--- src/rtl/apb_bridge_mux.sv ---
// AHB-side request to APB bridge: decodes NSLV equal regions above BASE and runs SETUP/ACCESS transfers.
// Optional ACCESS-phase watchdog is built when APB_TIMEOUT_EN is defined.
module apb_bridge_mux #(
    parameter int unsigned     AW      = 32,
    parameter int unsigned     DW      = 32,
    parameter int unsigned     NSLV    = 2,
    parameter logic [AW-1:0]   BASE    = AW'(32'hA000_0800),
    parameter logic [AW-1:0]   REGION  = AW'(32'h200),
    parameter int unsigned     TIMEOUT = 255
) (
    input  logic               clk,
    input  logic               rst,
    input  logic               bridge_enable,
    input  logic [AW-1:0]      haddr,
    input  logic               hwrite,
    input  logic [DW-1:0]      hwdata,
    output logic               hready_out,
    output logic [DW-1:0]      hrdata,
    output logic               hresp,
    output logic [AW-1:0]      paddr,
    output logic               pwrite,
    output logic [DW-1:0]      pwdata,
    output logic [NSLV-1:0]    psel,
    output logic               penable,
    input  logic [NSLV*DW-1:0] prdata,
    input  logic [NSLV-1:0]    pready,
    input  logic [NSLV-1:0]    pslverr
);

    localparam int unsigned   IW       = (NSLV > 1) ? $clog2(NSLV) : 1;
    localparam int unsigned   RSH      = $clog2(REGION);
    localparam logic [AW-1:0] SPAN     = AW'(NSLV) * REGION;
    localparam logic [AW-1:0] OFF_MASK = REGION - AW'(1);

    typedef enum logic [1:0] {IDLE, SETUP, ACCESS, ERR} state_t;

    state_t          state, state_nxt;
    logic [IW-1:0]   sel_q, sel_nxt;
    logic            hready_nxt, hresp_nxt, pwrite_nxt, penable_nxt;
    logic [DW-1:0]   hrdata_nxt, pwdata_nxt;
    logic [AW-1:0]   paddr_nxt;
    logic [NSLV-1:0] psel_nxt;

    // Decode in AW bits; addresses below BASE wrap to large offsets and miss.
    logic [AW-1:0] off_c;
    logic          hit_c;
    logic [IW-1:0] idx_c;
    assign off_c = haddr - BASE;
    assign hit_c = (off_c < SPAN);
    assign idx_c = IW'(off_c >> RSH);

    logic          pready_c, pslverr_c, expired_c;
    logic [DW-1:0] prdata_c;
    assign pready_c  = pready[sel_q];
    assign pslverr_c = pslverr[sel_q];
    assign prdata_c  = prdata[32'(sel_q)*DW +: DW];

`ifdef APB_TIMEOUT_EN
    localparam int unsigned CW = $clog2(TIMEOUT + 1);
    logic [CW-1:0] acc_cnt;

    // Counts ACCESS-phase cycles that ended without pready.
    always_ff @(posedge clk or negedge rst) begin
        if (!rst) begin
            acc_cnt <= '0;
        end else if (state == ACCESS && penable && !pready_c) begin
            acc_cnt <= acc_cnt + CW'(1);
        end else begin
            acc_cnt <= '0;
        end
    end
    assign expired_c = (acc_cnt == CW'(TIMEOUT - 1));
`else
    logic unused_timeout;
    assign unused_timeout = ^TIMEOUT;
    assign expired_c      = 1'b0;
`endif

    // APB pins are registered, so the bus SETUP phase appears in the first ACCESS-state cycle.
    always_comb begin
        state_nxt   = state;
        sel_nxt     = sel_q;
        hready_nxt  = hready_out;
        hrdata_nxt  = hrdata;
        hresp_nxt   = hresp;
        paddr_nxt   = paddr;
        pwrite_nxt  = pwrite;
        pwdata_nxt  = pwdata;
        psel_nxt    = psel;
        penable_nxt = penable;
        case (state)
            IDLE: begin
                if (bridge_enable) begin
                    hready_nxt = 1'b0;
                    hresp_nxt  = 1'b0;
                    if (hit_c) begin
                        state_nxt  = SETUP;
                        sel_nxt    = idx_c;
                        paddr_nxt  = off_c & OFF_MASK;
                        pwrite_nxt = hwrite;
                        pwdata_nxt = hwdata;
                    end else begin
                        state_nxt = ERR;
                    end
                end
            end
            SETUP: begin
                psel_nxt  = NSLV'(1) << sel_q;
                state_nxt = ACCESS;
            end
            ACCESS: begin
                if (!penable) begin
                    penable_nxt = 1'b1;
                end else if (pready_c || expired_c) begin
                    state_nxt   = IDLE;
                    hready_nxt  = 1'b1;
                    psel_nxt    = '0;
                    penable_nxt = 1'b0;
                    hresp_nxt   = pready_c ? pslverr_c : 1'b1;
                    if (pready_c && !pwrite) begin
                        hrdata_nxt = prdata_c;
                    end
                end
            end
            ERR: begin
                state_nxt  = IDLE;
                hready_nxt = 1'b1;
                hresp_nxt  = 1'b1;
            end
            default: begin
                state_nxt  = IDLE;
                hready_nxt = 1'b1;
                psel_nxt   = '0;
                penable_nxt = 1'b0;
            end
        endcase
    end

    always_ff @(posedge clk or negedge rst) begin
        if (!rst) begin
            state      <= IDLE;
            sel_q      <= '0;
            hready_out <= 1'b1;
            hrdata     <= '0;
            hresp      <= 1'b0;
            paddr      <= '0;
            pwrite     <= 1'b0;
            pwdata     <= '0;
            psel       <= '0;
            penable    <= 1'b0;
        end else begin
            state      <= state_nxt;
            sel_q      <= sel_nxt;
            hready_out <= hready_nxt;
            hrdata     <= hrdata_nxt;
            hresp      <= hresp_nxt;
            paddr      <= paddr_nxt;
            pwrite     <= pwrite_nxt;
            pwdata     <= pwdata_nxt;
            psel       <= psel_nxt;
            penable    <= penable_nxt;
        end
    end

endmodule
--- config.mk ---
export PLATFORM = sky130hd
export DESIGN_NAME = apb_bridge_mux
export DESIGN_NICKNAME = d
export VERILOG_FILES = /design/src/rtl/apb_bridge_mux.sv
export SDC_FILE = /design/constraint.sdc
export NUM_CORES = 1
export LEC_CHECK = 0
export BUFFER_PORTS_ARGS = -buffer_cell sky130_fd_sc_hd__buf_2
export CAP_MARGIN = 20
export CORE_MARGIN = 2
export CORE_UTILIZATION = 35
export DETAILED_ROUTE_END_ITERATION = 12
export GPL_TIMING_DRIVEN = 1
export PLACE_DENSITY = 0.77
export SYNTH_ARGS = -nofsm -noshare
export SYNTH_HDL_FRONTEND = slang
export SYNTH_SLANG_ARGS = --single-unit
--- constraint.sdc ---
create_clock -name clk -period 1.9 [get_ports clk]
set_input_delay 0.19 -clock clk [delete_from_list [all_inputs] [get_ports clk]]
set_output_delay 0.19 -clock clk [all_outputs]
set_load 0.03 [all_outputs]
==> summary.md <==
| Metric | Value |
|---|---|
| Cell family with most CP delay | simple AND/OR/NAND/NOR gates |
| Power share of the clock group | 0.295 |
| Setup violations, final | 40 |
| Post-synth top area cell | dfrtp_1 |
| Syn-to-layout area delta | 47.3% |
| Pre-antenna DRT Iters | 4 |
| Initial DRC count | 115 |
| Post-detailed-placement half-perimeter wirelength | 7960 um |
| Clock Skews | 4.59 ps |
| GRT Util Overall | 0.175 |
| Final Net Count | 705 |
| Netlist cell types | 41 |
| PD cells | 1080 nW/um2 |
| Drt drc | 0 |
| Top_reg_cell synth | dfrtp_1 |
| Worst hold path stage count | 2 |
| Hold Path Class | in2reg |
| RR Startpoint | state[0] |
| Register share of total power | 0.368 |
| Die H | 111 um |
| DRT antenna net count | 0 |
| Slew Limit Fails | 0 |
| Worst-skew pair later-pin latency | 330 ps |
| Commonest cells in the netlist | dfrtp_1 (81), mux2_4 (40), o21ai_0 (34), mux2i_1 (33), nand2_1 (33) |
| DIE AREA | 12300 um2 |
| Switching power | 2.36 mW |
| Internal power | 3.99 mW |
| Number of flops mapped to enable cells by yosys | 0 |
| Crit-path cells | buf_8 -> inv_4 -> ha_4 -> nor4b_4 -> nand3_2 -> xnor2_2 -> a2111oi_4 -> nand4_4 -> buf_6 -> buf_12 -> mux2_4 |
| Floorplan core area | 11300 um2 |
| Combinational Power Share | 0.338 |
| RSZ-0062 raised after global routing | true |
| Crit start category | primary input |
| Initial antenna violation count | 0 |
| Max VDD drop | 0.000748 V |
| Post-synthesis async set-or-reset flop share | 1.00 |
| Worst Hold Launch | haddr[7] |
| Ports | 238 |
| GRT overflow | 0 |
| CP Max Fanout | 7 |
| DP Area | 5350 um2 |
| Wirelength per Cell | 14.5 um |
| CP peak stage delay | 360 ps |
| Post-synthesis cell area | 4010 um2 |
| Hold Fails Final Rpt | 0 |
| Fin area | 5900 um2 |
| Synth Instances | 325 |
| Crit. End Element | flip-flop |
| DR vias | 3274 |
| Required time worst endpoint | 2110 ps |
| Synth top area share | 0.506 |
| Worst-path clk slew | 60 ps |
| Syn Area/Cell | 12.3 um2 |
| Setup ws final | -125 ps |
| Row Count | 39 |
| Crit path buf inv count | 4 |
| Final period util | 1.07 |
| Sink Count | 82 |
| Flop2flop setup slack | 190 ps |
| CP arrival | 2240 ps |
| Top cells by area, synth | dfrtp_1 (51%), mux2_4 (15%), mux2i_1 (8.2%) |
| Leakage | 3.21 nW |
| Initial Util | 0.355 |
| Final Non-Filler Cells | 716 |
| Antenna diodes | 0 |
| F_max | 0.494 GHz |
| Vias/cell | 4.57 |
| Outcome | finished with violations |
| Minimum clock period | 2030 ps |
| CTS tree | yes |
| CTS root buf | clkbuf_16 |
| Seq/Total Area, Yosys | 0.513 |
| Global placement routability congestion | 0.812 |
| Vias in the first global route | 3401 |
| Top-count cell post-synth | dfrtp_1 |
| First-pass GRT wire length | 17000 um |
| Pin count of the biggest net entering global routing | 65 |
| Max clock buf depth | 2 |
| Slowest CP cell | a2111oi_4 |
| Switching fraction of total power | 0.372 |
| Port Buf Inserts | 214 |
| Hold EP | paddr[7] |
| Yosys warnings | 0 |
| Worst r2r path cells | 6 |
| Routed WL | 10400 um |
| Share of cells above drive strength 1 | 0.579 |
| Worst r2r dst | pwdata[4] |
| Failing checks | negative setup slack |
| WS Path Type | in2reg |
| Fill cell count | 1007 |
| Max Cap Viol | 0 |
| CTS HTree Levels | 3 |
| Die X | 111 um |
| Num CTS Buffers | 9 |
| Flops & latches, synth | 82 |
| DP Cell Count | 691 |
-- layout make-up --
type | instances | area, um2 | area share
Timing Repair Buffer | 250 | 1470 | 0.249
Multi-Input combinational cell | 220 | 1850 | 0.313
Clock buffer | 9 | 225 | 0.0382
Inverter | 5 | 23.8 | 0.00403
Sequential cell | 82 | 2050 | 0.348
Clock inverter | 7 | 101 | 0.0172
Tap cell | 143 | 179 | 0.0303
-- power groups by stage --
stage          sequential [mW]  combinational [mW]  clock (mW)
6_report                  2.33                2.15        1.87
2_1_floorplan             3.09               0.653           0
3_5_place_dp              2.37                2.14           0
3_3_place_gp              2.35                2.09           0
4_1_cts                   2.34                2.17        1.92
5_1_grt                   2.38                2.32        2.01
-- registers in the layout, summed over array words and instances, names as in the netlist --
signal,cells
hrdata,32
hready_out,1
hresp,1
paddr,9
penable,1
psel,2
pwdata,32
pwrite,1
sel_q,1
state,2
-- how the worst max path moves through the flow --
stage	depth (start not counted)	startpoint	end	slack, ps
final	11	haddr[11]	pwdata[4]	-130
after global routing	11	haddr[12]	pwdata[4]	-220
after CTS	9	haddr[25]	pwdata[25]	-90
after detailed placement	10	haddr[11]	pwdata[9]	-550
after global placement	10	haddr[12]	pwdata[2]	-450
after floorplan	7	haddr[25]	paddr[7]	-230
-- stage by stage --
stage               setup WS (ps)  utilization  hold WS [ps]  TNS (ps)  total power, mW
floorplan                    -226            -          -106     -9100             3.75
global placement             -454        0.474           158    -18740             4.44
detailed placement           -553        0.474           165    -22490             4.51
CTS                         -93.2        0.518          67.6     -2650             6.43
global route                 -217        0.523          60.4     -7700             6.71
finish                       -125        0.523          83.0     -3680             6.35
-- kinds of logic (layout without fill, tap and decap cells) --
| logic type | Yosys count | in the layout | synth area share |
|---|---|---|---|
| mux | 79 | 79 | 0.249 |
| other cells | 1 | 23 | 0.000936 |
| xor+xnor | 3 | 3 | 0.00656 |
| buf+inv | 45 | 271 | 0.0715 |
| flops | 82 | 82 | 0.513 |
| simple gates | 62 | 62 | 0.0794 |
| fa+ha+maj | 1 | 1 | 0.00312 |
| compound gates | 52 | 52 | 0.0765 |
-- placed cells by master (no fill, tap or decap), types with 9 or more instances in the layout --
cell type  count
buf_2        209
dfrtp_1       80
mux2_4        40
o21ai_0       34
nand2_1       33
mux2i_1       33
buf_4         26
conb_1        23
clkbuf_16      9
-- repair_timing --
action | CTS | global route
hold endpoints to repair | 30 | 0
pin swaps | 1 | 2
resized for setup | 17 | 14
hold buffers | 1 | 0
gates cloned | 2 | 0
setup endpoints to repair | 42 | 43
setup buffers | 4 | 3
-- per-layer routing --
layer,track usage,routed length (um),up-vias
met5,0,0,-
li1,-,-,1584
met2,0.329,5740,121
met3,0.0492,617,15
met4,0.0592,212,0
met1,0.187,3850,1554
Note: power is estimated with default switching activity, not from simulation.
